==> src/rtl/record_burst_gen.sv <==
// record_burst_gen: start-triggered AXI-Stream burst source of 256-bit depth records
module record_burst_gen #(
  parameter logic [63:0] TS_BASE    = 64'd1234567890123456789,
  parameter logic [63:0] TS_STEP    = 64'd1000,
  parameter logic [63:0] ID_BASE    = 64'd9876543210,
  parameter logic [31:0] PRICE_F32  = 32'h42C90000,
  parameter logic [31:0] QTY_F32    = 32'h3E800000,
  parameter logic [7:0]  SIDE_FIX   = 8'd1,
  parameter int          ALT_SIDE   = 1,
  parameter int          CNT_W      = 16,
  parameter int          GAP_CYCLES = 0
) (
  input  logic             clk,
  input  logic             rst_n,
  input  logic             start,
  input  logic [CNT_W-1:0] cfg_count,
  input  logic             cfg_continuous,
  output logic [255:0]     m_axis_tdata,
  output logic             m_axis_tvalid,
  input  logic             m_axis_tready,
  output logic             m_axis_tlast,
  output logic             busy,
  output logic             done,
  output logic [CNT_W-1:0] rec_count
);
  typedef enum logic [1:0] {IDLE, SEND, GAP} state_t;
  state_t state;
  logic [63:0] k, ts;
  logic [CNT_W-1:0] cnt, beat, nb;
  logic [15:0] gap_cnt;
  function automatic logic [255:0] rec(input logic [63:0] t, input logic [63:0] n);
    return {56'd0, QTY_F32, PRICE_F32, (ALT_SIDE != 0) ? {7'd0, n[0]} : SIDE_FIX, ID_BASE + n, t};
  endfunction
  // beat index of the record following the one being accepted
  always_comb nb = m_axis_tlast ? '0 : beat + 1'b1;
  // burst sequencer: record index and timestamp accumulate across continuous bursts
  always_ff @(posedge clk or negedge rst_n) begin
    if (!rst_n) begin
      state         <= IDLE;
      m_axis_tdata  <= '0;
      m_axis_tvalid <= 1'b0;
      m_axis_tlast  <= 1'b0;
      busy          <= 1'b0;
      done          <= 1'b0;
      rec_count     <= '0;
      k             <= '0;
      ts            <= '0;
      cnt           <= '0;
      beat          <= '0;
      gap_cnt       <= '0;
    end else begin
      done <= 1'b0;
      case (state)
        IDLE: if (start) begin
          rec_count <= '0;
          k         <= '0;
          ts        <= TS_BASE;
          if (cfg_count != '0) begin
            cnt           <= cfg_count;
            beat          <= '0;
            m_axis_tdata  <= rec(TS_BASE, 64'd0);
            m_axis_tlast  <= cfg_count == CNT_W'(1);
            m_axis_tvalid <= 1'b1;
            busy          <= 1'b1;
            state         <= SEND;
          end else done <= 1'b1;
        end
        SEND: if (m_axis_tready) begin
          rec_count    <= rec_count + 1'b1;
          k            <= k + 64'd1;
          ts           <= ts + TS_STEP;
          m_axis_tdata <= rec(ts + TS_STEP, k + 64'd1);
          beat         <= nb;
          m_axis_tlast <= nb == cnt - 1'b1;
          if (m_axis_tlast && !cfg_continuous) begin
            m_axis_tvalid <= 1'b0;
            m_axis_tlast  <= 1'b0;
            busy          <= 1'b0;
            done          <= 1'b1;
            state         <= IDLE;
          end else if (GAP_CYCLES != 0) begin
            m_axis_tvalid <= 1'b0;
            gap_cnt       <= 16'(GAP_CYCLES - 1);
            state         <= GAP;
          end
        end
        GAP: if (gap_cnt == '0) begin
          m_axis_tvalid <= 1'b1;
          state         <= SEND;
        end else gap_cnt <= gap_cnt - 1'b1;
        default: state <= IDLE;
      endcase
    end
  end
endmodule

==> config.mk <==
export PLATFORM = sky130hd
export DESIGN_NAME = record_burst_gen
export DESIGN_NICKNAME = d
export VERILOG_FILES = /design/src/rtl/record_burst_gen.sv
export SDC_FILE = /design/constraint.sdc
export NUM_CORES = 1
export LEC_CHECK = 0
export ABC_CLOCK_PERIOD_IN_PS = 4680
export BUFFER_PORTS_ARGS = -buffer_cell sky130_fd_sc_hd__clkbuf_2
export CAP_MARGIN = 20
export CORE_ASPECT_RATIO = 1.75
export CORE_MARGIN = 10
export CORE_UTILIZATION = 58
export CTS_CLUSTER_SIZE = 20
export DETAILED_ROUTE_END_ITERATION = 8
export GPL_TIMING_DRIVEN = 0
export PLACE_DENSITY = 0.81
export SLEW_MARGIN = 20
export SYNTH_ARGS = -nofsm -noshare
export SYNTH_HDL_FRONTEND = slang
export SYNTH_SLANG_ARGS = --single-unit
export TNS_END_PERCENT = 5
==> constraint.sdc <==
create_clock -name clk -period 4.68 [get_ports clk]
set_clock_uncertainty 0.15 [all_clocks]
set_input_delay 0.234 -clock clk [delete_from_list [all_inputs] [get_ports clk]]
set_output_delay 0.234 -clock clk [all_outputs]
set_load 0.1 [all_outputs]
==> impl_metrics.json <==
{
  "power_switching_mw": 3.74,
  "dp_hpwl_mm": 49.3,
  "power_density_nw_per_um2": 403,
  "critPathMaxStageDelay_ns": 0.48,
  "synth.avg_cell_area_um2": 8.56,
  "crit_path_end_kind": "flip-flop",
  "io_buffers": 178,
  "synth_xor_area_share_pct": 10.2,
  "routabilityCongestion": 0.953,
  "detail-route-antenna-nets": 0,
  "vias_per_cell": 6.09,
  "yosys_register_bits": 304,
  "hp-class": "input pin to flip-flop",
  "start_kind": "flip-flop",
  "yosys.area_share.simple_pct": 24.0,
  "status": "finished, final reports clean",
  "relSlewSlack_pct": 25.2,
  "ys_warn_count": 0,
  "drc": 0,
  "cts_buffers": 29,
  "synth_top_family_by_area": "simple AND/OR/NAND/NOR gates",
  "clock-root-buffer": "clkbuf_16",
  "rows": 87,
  "dp_cells": 2892,
  "first_global_vias": 18000,
  "cts_buffer_depth": 3,
  "cp.required_ns": 4.98,
  "p_comb_share_pct": 32.9,
  "pwr-share-seq_pct": 36.0,
  "drv_cap": 0,
  "p_int_mw": 5.13,
  "drtPass1Iterations": 5,
  "start_util_pct": 58.5,
  "layoutNonFillerInstCount": 2966,
  "track_usage_pct": 32.0,
  "grt_max_degree": 92,
  "fp.dieH_um": 258,
  "hold_viol": 0,
  "ys_types": 86,
  "grt_overflow": 0,
  "wl_mm": 66.5,
  "synth-adder-area-share_pct": 0.460,
  "die_w_um": 156,
  "crit_fanout": 10,
  "worstSetupPathType": "flip-flop to flip-flop",
  "synth-seq-area-share_pct": 40.5,
  "pin_count": 297,
  "fp.coreArea_um2": 32100,
  "drtIter0Drc": 1714,
  "critical_path_arrival_ns": 4.77,
  "fmax_mhz": 224,
  "cts_tree": "yes",
  "path_cells": "ha_1 > buf_2 > a211oi_1 > a311o_1 > o2111a_1 > a31oi_1 > o2111ai_1 > a21oi_1 > o21bai_1 > a21oi_1 > o2111ai_1 > xnor2_1 > o21ai_0",
  "grt_pass1_wl_mm": 101,
  "synthMuxAreaShare_pct": 0.380,
  "clk_latency_ns": 0.59,
  "grt_util_met2_pct": 53.9,
  "routedWlPerCell_um": 22.4,
  "met3_usage_pct": 6.81,
  "critPathSlowestCell": "dfrtp_2",
  "nets": 2568,
  "synth_flop_cell": "dfrtp_1",
  "min_period_ns": 4.47,
  "drive_gt1_share_pct": 17.8,
  "antenna_found_initial": 3,
  "synth-async-reset-ratio_pct": 100,
  "nFillCells": 2650,
  "p_sw_share_pct": 42.2,
  "rsz0062_at_grt": "no",
  "fin_util_pct": 68.6,
  "synthCells": 2195,
  "htreeDepth": 1,
  "clock_power_share_pct": 31.0,
  "busiest_layer": "met2",
  "synth-compound-area-share_pct": 15.4,
  "vdd_drop_max_mv": 0.387,
  "period_share_pct": 95.5,
  "worst_pin_slew_ns": 1.12,
  "num_vias": 18100,
  "setup_viol": 0,
  "clock-sinks": 304,
  "die-area_um2": 40300,
  "syn_to_final_growth_pct": 17.2,
  "syn_area_um2": 18800,
  "slew_viol_final": 0,
  "leakagePower_nw": 9.56,
  "synth_edf_count": 0,
  "met1_usage_pct": 34.4,
  "cts.clk_slew.worst_paths_ns": 0.07
}
[logic make-up after synthesis]
| logic type | after synthesis |
|---|---|
| multiplexers | 7 |
| flip-flops | 304 |
| XOR/XNOR | 217 |
| AND/OR/NAND/NOR | 869 |
| AO/OA/AOI/OAI | 491 |
| other | 1 |
| buffers and inverters | 299 |
| adder cells (fa/ha/maj) | 7 |
[cells in the mapped netlist (7+ instances only)]
cell type,n,area [um2]
and2_1,12,75.1
o21ai_1,21,105
a21o_1,10,75.1
a21oi_1,103,515
nor2b_1,10,62.6
nand4_1,37,231
buf_2,15,75.1
nand2b_1,7,43.8
dfrtp_1,304,7610
and4_1,18,158
buf_4,138,1040
nand2_1,284,1070
a211oi_1,7,52.6
and3_1,45,282
nor4_1,17,106
a22o_1,16,140
a31oi_1,18,113
o31ai_1,40,300
nor3_2,10,100
nand3b_1,8,60.1
xnor2_1,114,998
nand3_1,158,791
xor2_1,101,885
nor3_1,73,365
nor2_1,124,465
o21a_1,11,82.6
clkbuf_1,115,432
or3_1,13,81.3
o21ai_0,218,1090
inv_1,21,78.8
[area by class of cell]
type	instances	area, um2	share of cell area [%]
diodes	2	5.00	0.0227
plain buffers	276	1610	7.30
clock buffers	36	802	3.64
clock inverters	18	290	1.32
inverters	23	86.3	0.392
multi-input cells	1707	9940	45.2
flip-flops and latches	304	7610	34.6
well taps	400	500	2.27
repair buffers	200	1170	5.33
[per-layer routing]
layer	part of all wire [%]	routed length, um
met1	35	23000
met5	0.045	30
met2	48	32100
met4	8.8	5880
met3	8.3	5520
[placed cells by master, fill, tap and decap left out, types with 12 or more instances in the layout]
cell type / n
buf_2: 16
dlygate4sd3_1: 18
a22o_1: 16
nor3_1: 72
or3_1: 13
clkbuf_16: 29
xor2_1: 100
buf_4: 138
a21oi_1: 102
nand4_1: 37
and3_1: 45
nand2_1: 284
conb_1: 116
and4_1: 18
xnor2_1: 114
dfrtp_1: 303
o21ai_0: 218
nand3_1: 158
nor4_1: 17
clkbuf_2: 179
a31oi_1: 18
inv_1: 21
o21ai_1: 20
nor2_1: 124
and2_1: 12
o31ai_1: 40
clkbuf_1: 116
[power by group through the flow]
stage               Sequential (mW)  Combinational [mW]  Clock [mW]
floorplan                      3.94                1.45           0
global placement               3.21                2.81           0
detailed placement             3.22                2.86           0
CTS                            3.18                2.89        2.75
global route                   3.22                3.07        2.86
finish                         3.20                2.92        2.75
[worst max-delay path: cells and delay by family, from the launching register on]
kind / cells / cell delay, ns
buffers and inverters: 1 / 0.26
AOI/OAI and AO/OA: 10 / 2.91
DFF: 1 / 0.48
xor gates and xnor gates: 1 / 0.25
adders and majority gates: 1 / 0.29
[path summary, 6_finish.rpt]
path | startpoint | endpoint | slack [ns] | depth (start not counted)
worst max-delay path | k[1] | m_axis_tdata[124] | 0.21 | 13
worst min-delay path | start | ts[21] | 0.05 | 3
worst max register to register | k[1] | m_axis_tdata[124] | 0.21 | 13
worst min register to register | m_axis_tdata[95] | m_axis_tdata[95] | 0.33 | 2
max in group asynchronous | rst_n | k[1] | 3.00 | 4
min in group asynchronous | rst_n | m_axis_tdata[114] | 0.08 | 2
[sequential cells by signal, indices dropped and copies added, names as in the netlist]
name / count
m_axis_tdata: 127
k: 64
ts: 62
beat: 16
cnt: 16
rec_count: 16
busy: 1
done: 1
m_axis_tlast: 1
[per-stage QoR]
stage	power [mW]	hold WS (ns)	worst slack (ns)	TNS, ns	area (um2)
after CTS	8.81	0.0465	0.105	0	22000
after detailed placement	6.08	0.159	-0.0700	-0.0700	20700
after global placement	6.02	0.293	-3.34	-997.31	20600
after global routing	9.15	0.0878	0.00104	0	22000
final	8.87	0.0543	0.209	0	22000
after floorplan	5.39	-0.212	0.963	0	19200
[what timing repair did]
action	CTS	global route
hold buffers	18	0
buffers inserted	0	0
endpoints found under the hold margin	93	0
endpoints found under the setup margin	2	14
resized for setup	2	3
Power figures use the tool's default switching activity.
